### src/rtl/moesi_pkg.sv
// Shared MOESI encodings: line states, CPU opcodes, bus request types and the
// per-port event set consumed by moesi_next_state.
package moesi_pkg;

   localparam int MOESI_W = 3;

   typedef enum logic [2:0] {
      ST_I = 3'd0,
      ST_S = 3'd1,
      ST_E = 3'd2,
      ST_M = 3'd3,
      ST_O = 3'd4
   } moesi_e;

   typedef enum logic [1:0] {
      OP_READ  = 2'b00,
      OP_WRITE = 2'b01,
      OP_FLUSH = 2'b10,
      OP_RSVD  = 2'b11
   } cpu_op_e;

   typedef enum logic [1:0] {
      REQ_RD_MISS   = 2'b00,
      REQ_WR_MISS   = 2'b01,
      REQ_UPGRADE   = 2'b10,
      REQ_WRITEBACK = 2'b11
   } bus_req_e;

   typedef enum logic [2:0] {
      EV_CPU_RD = 3'd0,
      EV_CPU_WR = 3'd1,
      EV_CPU_FL = 3'd2,
      EV_SNP_RD = 3'd3,
      EV_SNP_WR = 3'd4
   } moesi_ev_e;

   // Stored codes 5..7 cannot come from a legal update; treat them as Invalid.
   function automatic moesi_e decode_state(input logic [2:0] raw);
      case (raw)
         3'd1:    return ST_S;
         3'd2:    return ST_E;
         3'd3:    return ST_M;
         3'd4:    return ST_O;
         default: return ST_I;
      endcase
   endfunction

   function automatic moesi_ev_e cpu_event(input logic [1:0] op);
      case (op)
         2'b01:   return EV_CPU_WR;
         2'b10:   return EV_CPU_FL;
         default: return EV_CPU_RD;
      endcase
   endfunction

endpackage

### src/rtl/moesi_next_state.sv
// Combinational MOESI transition for one line: (state, event) -> next state,
// hit/request classification for CPU events, supply/shared for snoop events.
module moesi_next_state
   import moesi_pkg::*;
(
   input  logic [MOESI_W-1:0] state,
   input  moesi_ev_e          ev,
   input  logic               bus_shared,
   output logic [MOESI_W-1:0] next_state,
   output logic               hit,
   output logic               req_valid,
   output logic [1:0]         req_type,
   output logic               supply,
   output logic               shared
);

   moesi_e cur;
   moesi_e nxt;

   always_comb begin
      cur       = decode_state(state);
      nxt       = cur;
      hit       = 1'b0;
      req_valid = 1'b0;
      req_type  = REQ_RD_MISS;
      supply    = (cur == ST_M) || (cur == ST_O);
      shared    = (cur != ST_I);
      case (ev)
         EV_CPU_RD: begin
            if (cur == ST_I) begin
               nxt       = bus_shared ? ST_S : ST_E;
               req_valid = 1'b1;
               req_type  = REQ_RD_MISS;
            end else begin
               hit = 1'b1;
            end
         end
         EV_CPU_WR: begin
            nxt = ST_M;
            case (cur)
               ST_I: begin
                  req_valid = 1'b1;
                  req_type  = REQ_WR_MISS;
               end
               ST_S, ST_O: begin
                  req_valid = 1'b1;
                  req_type  = REQ_UPGRADE;
               end
               default: hit = 1'b1;
            endcase
         end
         EV_CPU_FL: begin
            nxt = ST_I;
            case (cur)
               ST_M, ST_O: begin
                  hit       = 1'b1;
                  req_valid = 1'b1;
                  req_type  = REQ_WRITEBACK;
               end
               ST_S, ST_E: hit = 1'b1;
               default:    hit = 1'b0;
            endcase
         end
         EV_SNP_RD: begin
            if (cur == ST_E) nxt = ST_S;
            else if (cur == ST_M) nxt = ST_O;
         end
         default: nxt = ST_I;
      endcase
      next_state = nxt;
   end

endmodule

### src/rtl/moesi_line_array.sv
// MOESI state array for one private cache: CPU port and snoop port, snoop wins
// on same-line collision. Define MOESI_PERF_EN to add saturating perf counters.
module moesi_line_array
   import moesi_pkg::*;
#(
   parameter int NUM_LINES = 16,
   parameter int IDX_WID   = $clog2(NUM_LINES),
   parameter int MOESI_WID = 3
) (
   input  logic                 clk,
   input  logic                 reset,
   input  logic                 cpu_valid,
   output logic                 cpu_ready,
   input  logic [1:0]           cpu_op,
   input  logic [IDX_WID-1:0]   cpu_idx,
   input  logic                 bus_shared,
   input  logic                 snp_valid,
   input  logic                 snp_write,
   input  logic [IDX_WID-1:0]   snp_idx,
   output logic                 cpu_rsp_valid,
   output logic                 cpu_rsp_hit,
   output logic [MOESI_WID-1:0] cpu_rsp_state,
   output logic                 bus_req_valid,
   output logic [1:0]           bus_req_type,
   output logic                 snp_rsp_valid,
   output logic                 snp_rsp_supply,
   output logic                 snp_rsp_shared
`ifdef MOESI_PERF_EN
   ,
   output logic [15:0]          perf_hit,
   output logic [15:0]          perf_miss,
   output logic [15:0]          perf_inval
`endif
);

   logic [MOESI_W-1:0] lines [NUM_LINES];

   logic [MOESI_W-1:0] cpu_next;
   logic               cpu_hit;
   logic               cpu_req_valid;
   logic [1:0]         cpu_req_type;
   logic               cpu_unused_supply;
   logic               cpu_unused_shared;

   logic [MOESI_W-1:0] snp_next;
   logic               snp_supply;
   logic               snp_shared;
   logic               snp_unused_hit;
   logic               snp_unused_req_valid;
   logic [1:0]         snp_unused_req_type;

   logic collision;
   logic cpu_accept;

   moesi_next_state u_cpu_ns (
      .state      (lines[cpu_idx]),
      .ev         (cpu_event(cpu_op)),
      .bus_shared (bus_shared),
      .next_state (cpu_next),
      .hit        (cpu_hit),
      .req_valid  (cpu_req_valid),
      .req_type   (cpu_req_type),
      .supply     (cpu_unused_supply),
      .shared     (cpu_unused_shared)
   );

   moesi_next_state u_snp_ns (
      .state      (lines[snp_idx]),
      .ev         (snp_write ? EV_SNP_WR : EV_SNP_RD),
      .bus_shared (1'b0),
      .next_state (snp_next),
      .hit        (snp_unused_hit),
      .req_valid  (snp_unused_req_valid),
      .req_type   (snp_unused_req_type),
      .supply     (snp_supply),
      .shared     (snp_shared)
   );

   // A same-line snoop must land first so the retried CPU access sees its effect.
   assign collision  = cpu_valid && snp_valid && (cpu_idx == snp_idx);
   assign cpu_ready  = reset && !collision;
   assign cpu_accept = cpu_valid && cpu_ready;

   always_ff @(posedge clk) begin
      if (!reset) begin
         for (int i = 0; i < NUM_LINES; i++) lines[i] <= ST_I;
         cpu_rsp_valid  <= 1'b0;
         cpu_rsp_hit    <= 1'b0;
         cpu_rsp_state  <= MOESI_WID'(ST_I);
         bus_req_valid  <= 1'b0;
         bus_req_type   <= REQ_RD_MISS;
         snp_rsp_valid  <= 1'b0;
         snp_rsp_supply <= 1'b0;
         snp_rsp_shared <= 1'b0;
      end else begin
         if (snp_valid)  lines[snp_idx] <= snp_next;
         if (cpu_accept) lines[cpu_idx] <= cpu_next;
         cpu_rsp_valid <= cpu_accept;
         cpu_rsp_hit   <= cpu_accept && cpu_hit;
         bus_req_valid <= cpu_accept && cpu_req_valid;
         if (cpu_accept) begin
            cpu_rsp_state <= MOESI_WID'(cpu_next);
            bus_req_type  <= cpu_req_type;
         end
         snp_rsp_valid  <= snp_valid;
         snp_rsp_supply <= snp_valid && snp_supply;
         snp_rsp_shared <= snp_valid && snp_shared;
      end
   end

`ifdef MOESI_PERF_EN
   function automatic logic [15:0] sat_inc(input logic [15:0] v);
      return (v == 16'hFFFF) ? v : v + 16'd1;
   endfunction

   logic [15:0] hit_cnt;
   logic [15:0] miss_cnt;
   logic [15:0] inval_cnt;

   // Misses and upgrades both cost a bus transaction; writebacks do not count.
   always_ff @(posedge clk) begin
      if (!reset) begin
         hit_cnt   <= '0;
         miss_cnt  <= '0;
         inval_cnt <= '0;
      end else begin
         if (cpu_accept && cpu_hit) hit_cnt <= sat_inc(hit_cnt);
         if (cpu_accept && cpu_req_valid && (cpu_req_type != REQ_WRITEBACK))
            miss_cnt <= sat_inc(miss_cnt);
         if (snp_valid && snp_write && snp_shared) inval_cnt <= sat_inc(inval_cnt);
      end
   end

   assign perf_hit   = hit_cnt;
   assign perf_miss  = miss_cnt;
   assign perf_inval = inval_cnt;
`endif

endmodule
### config.mk
export PLATFORM = sky130hd
export DESIGN_NAME = moesi_line_array
export DESIGN_NICKNAME = d
export VERILOG_FILES = /design/src/rtl/moesi_pkg.sv /design/src/rtl/moesi_next_state.sv /design/src/rtl/moesi_line_array.sv
export SDC_FILE = /design/constraint.sdc
export NUM_CORES = 1
export LEC_CHECK = 0
export CAP_MARGIN = 30
export CORE_MARGIN = 4
export CORE_UTILIZATION = 27
export DETAILED_ROUTE_END_ITERATION = 8
export SETUP_SLACK_MARGIN = 0.15
export SLEW_MARGIN = 15
export SYNTH_ARGS = -nofsm -noshare
export SYNTH_HDL_FRONTEND = slang
export SYNTH_HIERARCHICAL = 1
export SYNTH_SLANG_ARGS = --single-unit
### constraint.sdc
create_clock -name clk -period 3.95 [get_ports clk]
set_input_delay 0.79 -clock clk [delete_from_list [all_inputs] [get_ports clk]]
set_output_delay 0.79 -clock clk [all_outputs]
set_load 0.01 [all_outputs]
==> results of run 1 <==
final timing paths:
path,depth (start not counted),slack [ns],end,from
worst max-delay path,12,0.33,lines[12][1]$_DFFE_PP_,snp_idx[0]
worst min-delay path,2,0.52,bus_req_type[0]$_SDFFE_PN0N_,bus_req_type[0]$_SDFFE_PN0N_
worst max register to register,9,1.07,lines[12][1]$_DFFE_PP_,lines[15][0]$_DFFE_PP_
worst min register to register,2,0.52,bus_req_type[0]$_SDFFE_PN0N_,bus_req_type[0]$_SDFFE_PN0N_
final cells by class:
class / instances / area, um2 / share of cell area, %
clock buffers: 12 / 246 / 4.87
clock inverters: 4 / 50.0 / 0.989
inverters: 7 / 26.3 / 0.519
multi-input cells: 289 / 2230 / 44.2
flip-flops and latches: 59 / 1660 / 32.8
well taps: 184 / 230 / 4.55
repair buffers: 69 / 611 / 12.1
power by group:
group	switching (W)	internal, W
Clock	0.000292	0.000505
Combinational	0.000213	0.000164
Sequential	0.0000151	0.000704
placed cells by master, fill, tap and decap left out, drive strengths merged, types with 2 or more instances in the layout:
cell / count
a211oi: 2
a21oi: 7
a22oi: 14
a31oi: 2
a32oi: 2
and2: 4
and3: 3
and4: 2
buf: 42
clkbuf: 12
clkdlybuf4s50: 27
clkinvlp: 2
conb: 12
dfxtp: 11
edfxtp: 48
inv: 7
mux2i: 2
mux4: 24
nand2: 45
nand2b: 9
nand3: 8
nand3b: 3
nand4: 13
nor2: 19
nor2b: 11
nor3: 2
nor3b: 4
nor4b: 2
o2111ai: 10
o211ai: 4
o21ai: 7
o221ai: 15
o22ai: 48
or3: 5
xnor2: 5
per-layer routing:
metal / GRT usage, % / vias to the layer above / wire [um]
li1: - / 1648 / -
met1: 18.0 / 1787 / 4930
met2: 25.0 / 209 / 6380
met3: 3.10 / 32 / 1190
met4: 6.07 / 0 / 364
met5: 0 / - / 0
sequential cells by signal (all words and copies together), names as in the netlist:
name,count
bus_req_type,2
bus_req_valid,1
cpu_rsp_hit,1
cpu_rsp_state,3
cpu_rsp_valid,1
lines,48
snp_rsp_shared,1
snp_rsp_supply,1
snp_rsp_valid,1
per-stage QoR:
step | power (W) | instances
2_1_floorplan | 0.000963 | 394
3_3_place_gp | 0.00109 | 608
3_5_place_dp | 0.00110 | 608
4_1_cts | 0.00189 | 624
5_1_grt | 0.00196 | 624
6_report | 0.00189 | 624
tightest hold or removal path, cell delays in order, from the launching register on:
cell,delay (ns)
dfxtp_1,0.30
nand2_1,0.06
o2111ai_1,0.09
==> flow_summary.yaml, run 1 <==
run_status:
  status: "complete, no violations"
synthesis:
  synth.cell_area_um2: 4110
  yosysWarnings: 6
  synthCells: 383
  avgSynthCellArea_um2: 10.7
critical_path:
  end_kind: "flip-flop"
  critPathTopFamily: "compound AO/OA/AOI/OAI gates"
  worstPathMaxFanout: 6
  crit_chain: "clkdlybuf4s50_1 > buf_4 > buf_4 > mux4_2 > a22oi_1 > nand2_1 > nor2b_1 > nor2_1 > o21ai_0 > a211oi_2 > nand2_1 > o22ai_1"
  slowest_delay_ns: 0.54
  crit_slowest_cell: "mux4_2"
  critPathRequiredTime_ns: 4.09
  cp.arrival_ns: 3.76
  criticalPathCategory: "primary input to flip-flop"
  crit_path_start_kind: "primary input"
  cp.buffers_inverters: 3
placement:
  dp.final_hpwl_mm: 9.15
  dpl-instance-area_um2: 4750
  place.gp.congestion: 0.886
  portBuffers: 27
  pre_cts_slack_ns: -0.174
sta:
  rsz0062_at_grt: "false"
  drv_slew: 0
  fmax_mhz: 277
  worst_pin_slew_ns: 0.786
  layout_setup_ws_ns: 0.334
  timing.setup.tns_ns: 0
  hold_ws_ns: 0.516
  period_share_pct: 91.5
  min_period_ns: 3.62
  finalHoldViolations: 0
  setup-violations-final: 0
  fin_skew_ns: 0.00843
  relSlewSlack_pct: 47.4
cts:
  clock_latency_ns: 0.33
  hold_buffers: 0
  numCtsBuffers: 9
  cts_sinks: 59
  cts_tree: "done"
  cts_root_buf: "clkbuf_16"
  post_cts_buffers: 0
  cts.repair.resized: 1
  htree_levels: 3
  cts_buffer_depth: 2
  clkSlewWorstSetupHoldPaths_ns: 0.06
hold_path:
  hold_class: "flip-flop to flip-flop"
die:
  rows: 44
  core-area_um2: 14800
  die_area_um2: 17300
  pin_count: 28
  start_util_pct: 27.9
  die_h_um: 131
  die_w_um: 131
route:
  vias: 3676
  routed_wirelength_mm: 12.9
  drt-pass1-iter-count: 5
  drtIter0Drc: 383
  post-route-drc-count: 0
  postRouteAntennaNets: 0
  wl_per_cell_um: 20.6
  viasPerCell: 5.89
grt:
  grt_usage_pct: 14.6
  grt-ovfl-total: 0
  grt_max_degree: 24
  grt_pass1_vias: 3706
  antenna_found_initial: 0
  grt_pass1_wl_mm: 20.1
cells_and_area:
  stdcell_area_um2: 5060
  area_growth_pct: 23.0
  n_antenna_cell: 0
  post_route_cells_drive_above_1_share_pct: 22.5
  post-route-util_pct: 34.3
  fillerInstances: 1445
  final_nets: 451
run:
  maxCapViolCount: 0
pwr:
  vdd_ir_drop_max_uv: 202
  power_density_nw_per_um2: 374
  total_leakage_power_nw: 1.65
Power figures use the tool's default switching activity.
==> run 2, diff against run 1 <==
- CORE_UTILIZATION: 27 -> 30
==> run 2 against run 1 <==
Effect of this change:
- first-iteration DRC count is 12% higher
- critical path type unchanged
- setup slack better by 0.020 ns
- highest routed layer unchanged
- global-route usage is 1.5 points higher
==> flow_summary.yaml, run 2 (same netlist as run 1, synthesis figures left out) <==
run_status:
  status: "complete, no violations"
cts:
  post_cts_buffers: 0
  cts_sinks: 59
  hold_buffers: 0
  cts_tree: "done"
  cts_root_buf: "clkbuf_16"
  numCtsBuffers: 9
  clkSlewWorstSetupHoldPaths_ns: 0.05
  htree_levels: 3
  clock_latency_ns: 0.33
  cts_buffer_depth: 2
sta:
  fmax_mhz: 278
  drv_slew: 0
  rsz0062_at_grt: "false"
  relSlewSlack_pct: 50.0
  worst_pin_slew_ns: 0.748
  min_period_ns: 3.60
  period_share_pct: 91.0
  setup-violations-final: 0
  finalHoldViolations: 0
  fin_skew_ns: 0.00589
  layout_setup_ws_ns: 0.354
cells_and_area:
  stdcell_area_um2: 5160
  post-route-util_pct: 38.6
  fillerInstances: 1283
  regMostFlops: "lines"
  stdcell_count: 627
  final_nets: 462
  n_antenna_cell: 0
  largest_reg_flops: 48
  layout_common_cells: "o22ai_1 (48), edfxtp_1 (48), buf_4 (46), nand2_1 (44), clkdlybuf4s50_1 (26)"
  post_route_cells_drive_above_1_share_pct: 24.8
  area_growth_pct: 25.4
  top_regs: "lines: 48 flops, cpu_rsp_state: 3 flops, bus_req_type: 2 flops"
critical_path:
  criticalPathCategory: "primary input to flip-flop"
  worst-r2r-setup-slack_ns: 1.12
  cp.buffers_inverters: 2
  critPathRequiredTime_ns: 4.10
  cp.arrival_ns: 3.75
  critPathTopFamily: "compound AO/OA/AOI/OAI gates"
  crit_slowest_cell: "a211oi_2"
  crit_path_start_kind: "primary input"
  slowest_delay_ns: 0.54
  end_kind: "flip-flop"
  worstPathMaxFanout: 8
  crit_chain: "clkdlybuf4s50_1 > buf_4 > mux4_2 > a22oi_1 > nand2_1 > o21ai_0 > o21ai_0 > a211oi_2 > nand2_1 > o22ai_1"
placement:
  place.gp.congestion: 0.896
  portBuffers: 27
  dp.final_hpwl_mm: 9.16
  pre_cts_slack_ns: -0.404
  dpl-instance-area_um2: 4850
  dp.cells: 611
die:
  pin_count: 28
  rows: 42
  core-area_um2: 13300
  die_w_um: 125
  die_area_um2: 15700
  start_util_pct: 30.8
  die_h_um: 125
route:
  wl_per_cell_um: 20.3
  routed_wirelength_mm: 12.7
  post-route-drc-count: 0
  drtIter0Drc: 430
  viasPerCell: 5.87
  drt-pass1-iter-count: 5
  postRouteAntennaNets: 0
  vias: 3682
pwr:
  power_density_nw_per_um2: 358
  power_w: 0.00185
  total_leakage_power_nw: 1.73
  vdd_ir_drop_max_uv: 202
hold_path:
  hold_class: "flip-flop to flip-flop"
grt:
  grt-ovfl-total: 0
  grt_pass1_vias: 3624
  antenna_found_initial: 0
  grt_usage_pct: 16.1
  grt_max_degree: 21
  grt_pass1_wl_mm: 19.8
run:
  maxCapViolCount: 0
[run 2: worst paths after layout]
kind,to,cells after the start,from
max,lines[10][1]$_DFFE_PP_,10,snp_idx[0]
min,cpu_rsp_state[1]$_SDFFE_PN0N_,2,cpu_rsp_state[1]$_SDFFE_PN0N_
max reg2reg,lines[12][0]$_DFFE_PP_,11,lines[14][1]$_DFFE_PP_
min reg2reg,cpu_rsp_state[1]$_SDFFE_PN0N_,2,cpu_rsp_state[1]$_SDFFE_PN0N_
[run 2: repair_timing]
item,in CTS,in global routing
endpoints found under the setup margin,25,48
gates resized for setup,2,7
pin swaps,0,0
[run 2: stage by stage]
| step | hold slack [ns] | setup TNS, ns |
|---|---|---|
| 3_5_place_dp | 0.520 | -9.84 |
| 4_1_cts | 0.526 | 0 |
| 2_1_floorplan | 0.537 | 0 |
| 6_report | 0.520 | 0 |
| 3_3_place_gp | 0.503 | -10.58 |
| 5_1_grt | 0.546 | 0 |
[run 2: report_power, final]
part | internal (W) | switching (W) | total, W
Sequential | 0.000704 | 0.0000153 | 0.000719
Clock | 0.000457 | 0.000271 | 0.000728
Combinational | 0.000180 | 0.000218 | 0.000398
Total | 0.00134 | 0.000505 | 0.00185
[run 2: worst min-delay path: cells and delay by family (launching register included)]
kind             cells  cell delay [ns]
AND/OR/NAND/NOR      1             0.06
AO/OA/AOI/OAI        1             0.09
flip-flops           1             0.31
[run 2: area by class of cell]
cell class              count  area [um2]  share of cell area (%)
clock buffers              14         264                    5.12
flip-flops and latches     59        1660                    32.2
inverters                   7        26.3                   0.509
repair buffers             80         726                    14.1
well taps                 176         220                    4.27
clock inverters             2        10.0                   0.194
multi-input cells         289        2250                    43.6
[run 2: layer usage]
metal | part of all wire, % | track usage, % | up-vias | wire length (um)
met5 | 0 | 0 | - | 0
met4 | 3.4 | 7.14 | 0 | 433
met3 | 8.3 | 3.33 | 30 | 1050
met2 | 49 | 27.0 | 207 | 6260
met1 | 39 | 20.1 | 1779 | 4970
li1 | - | - | 1666 | -
==> run 3, diff against run 2 <==
- CAP_MARGIN: 30 -> default
- PLACE_DENSITY: default -> 0.52
==> run 3 against run 2 <==
Effect of this change:
- critical path depth is 2 higher
- register-to-register slack gained 0.06 ns
- non-clock buffer count shrank 15
- fmax grew 1.1%
- hold slack is essentially flat
- core utilization down 1.1 points
- wire length increased by 3.2%
- clock-buffer cell count fell by 2
- combinational power decreased by 6.0%
- critical path type unchanged
- critical endpoint is now lines[0][1]$_DFFE_PP_
- highest routed layer unchanged
==> flow_summary.yaml, run 3 (same netlist as run 1, synthesis figures left out) <==
hold_path:
  min-delay-start: "cpu_rsp_state[2]$_SDFFE_PN0N_"
  hold_class: "flip-flop to flip-flop"
sta:
  relSlewSlack_pct: 44.7
  setup-violations-final: 0
  drv_slew: 0
  min_period_ns: 3.56
  fmax_mhz: 281
  worst_pin_slew_ns: 0.826
  fin_skew_ns: 0.00917
  finalHoldViolations: 0
  period_share_pct: 90.0
  timing.setup.tns_ns: 0
  rsz0062_at_grt: "false"
die:
  pin_count: 28
  rows: 42
  die_w_um: 125
  start_util_pct: 30.8
  die_h_um: 125
  die_area_um2: 15700
  core-area_um2: 13300
critical_path:
  crit_start: "snp_idx[0]"
  endpoint: "lines[0][1]$_DFFE_PP_"
  end_kind: "flip-flop"
  worstPathMaxFanout: 16
  r2r-end: "lines[0][1]$_DFFE_PP_"
  ff2ff_path_depth: 10
  worst_r2r_startpoint: "lines[14][2]$_DFFE_PP_"
  cp.arrival_ns: 3.59
  crit_path_start_kind: "primary input"
  critPathRequiredTime_ns: 3.98
  criticalPathCategory: "primary input to flip-flop"
  worst-r2r-setup-slack_ns: 1.18
route:
  wl_per_cell_um: 21.4
  post-route-drc-count: 0
  drt-pass1-iter-count: 7
  routed_wirelength_mm: 13.1
  drtIter0Drc: 450
  postRouteAntennaNets: 0
  vias: 3554
  viasPerCell: 5.81
cts:
  hold_buffers: 0
  cts_sinks: 59
  htree_levels: 3
  cts_tree: "done"
  clock_latency_ns: 0.32
  clkSlewWorstSetupHoldPaths_ns: 0.06
  post_cts_buffers: 0
  cts_buffer_depth: 2
  cts_root_buf: "clkbuf_16"
  numCtsBuffers: 9
grt:
  grt_usage_pct: 16.6
  grt_max_degree: 22
  grt-ovfl-total: 0
  antenna_found_initial: 0
  grt_pass1_vias: 3496
  grt_pass1_wl_mm: 20.0
pwr:
  total_leakage_power_nw: 1.63
  swShare_pct: 27.8
  vdd_ir_drop_max_uv: 271
  power_density_nw_per_um2: 366
  power_frac_seq_pct: 39.1
  power_w: 0.00183
  power_switching_w: 0.000509
  p_int_w: 0.00132
  pwr-share-clk_pct: 40.5
  pwr-share-comb_pct: 20.4
cells_and_area:
  final_nets: 447
  top_regs: "lines: 48 flops, cpu_rsp_state: 3 flops, bus_req_type: 2 flops"
  regMostFlops: "lines"
  n_antenna_cell: 0
  largest_reg_flops: 48
  area_growth_pct: 21.8
  post_route_cells_drive_above_1_share_pct: 21.6
  layout_common_cells: "o22ai_1 (48), edfxtp_1 (48), nand2_1 (44), buf_4 (35), clkdlybuf4s50_1 (27)"
placement:
  place.gp.congestion: 0.892
  dp.final_hpwl_mm: 9.28
  portBuffers: 27
run:
  maxCapViolCount: 0
run_status:
  status: "complete, no violations"
[run 3: timing repair]
action	CTS	global route
resized for setup	0	1
endpoints found under the hold margin	0	0
setup endpoints to repair	0	6
[run 3: critical path, stage by stage]
cell and delay (ns):
clkdlybuf4s50_1 0.51, buf_12 0.17, mux4_2 0.53, a22oi_1 0.34, nand2_1 0.28, nor2b_1 0.23
nor2_1 0.05, o21ai_0 0.18, a211oi_1 0.10, buf_4 0.18, nand2_1 0.13, o22ai_1 0.10
[run 3: power by group through the flow]
stage / Combinational [W] / Sequential (W) / Clock [W]
global placement: 0.000365 / 0.000729 / 0
finish: 0.000374 / 0.000717 / 0.000743
detailed placement: 0.000369 / 0.000730 / 0
floorplan: 0.000235 / 0.000728 / 0
CTS: 0.000371 / 0.000717 / 0.000753
global route: 0.000402 / 0.000721 / 0.000779
[run 3: metrics by stage]
stage | setup WS (ns) | utilization (%) | instance area, um2 | cells | hold slack [ns]
2_1_floorplan | 0.784 | - | 4160 | 394 | 0.537
3_3_place_gp | 0.122 | 35.4 | 4720 | 596 | 0.501
3_5_place_dp | 0.0819 | 35.4 | 4720 | 596 | 0.519
4_1_cts | 0.383 | 37.5 | 5010 | 612 | 0.527
5_1_grt | 0.237 | 37.5 | 5010 | 612 | 0.562
6_report | 0.393 | 37.5 | 5010 | 612 | 0.521
[run 3: worst min-delay path by stage]
stage | endpoint | slack, ns | cells after the start
after global routing | cpu_rsp_state[2]$_SDFFE_PN0N_ | 0.56 | 2
after global placement | bus_req_type[1]$_SDFFE_PN0N_ | 0.50 | 2
final | cpu_rsp_state[2]$_SDFFE_PN0N_ | 0.52 | 2
after floorplan | bus_req_type[0]$_SDFFE_PN0N_ | 0.54 | 2
after CTS | bus_req_type[1]$_SDFFE_PN0N_ | 0.53 | 2
after detailed placement | bus_req_type[1]$_SDFFE_PN0N_ | 0.52 | 2
[run 3: final cells by class]
cell class / count / area, um2
multi-input combinational: 289 / 2230
clock inverter: 4 / 25.0
inverter: 7 / 26.3
clock buffer: 12 / 258
timing repair buffer: 65 / 593
tap: 176 / 220
fill: 1355 / 8340
sequential: 59 / 1660
[run 3: layer usage]
layer	share of wire (%)	GRT usage (%)	up-vias
met5	0	0	-
met4	1.7	4.78	0
met3	8.7	5.16	18
met2	49	27.5	171
met1	41	20.9	1729
li1	-	-	1636
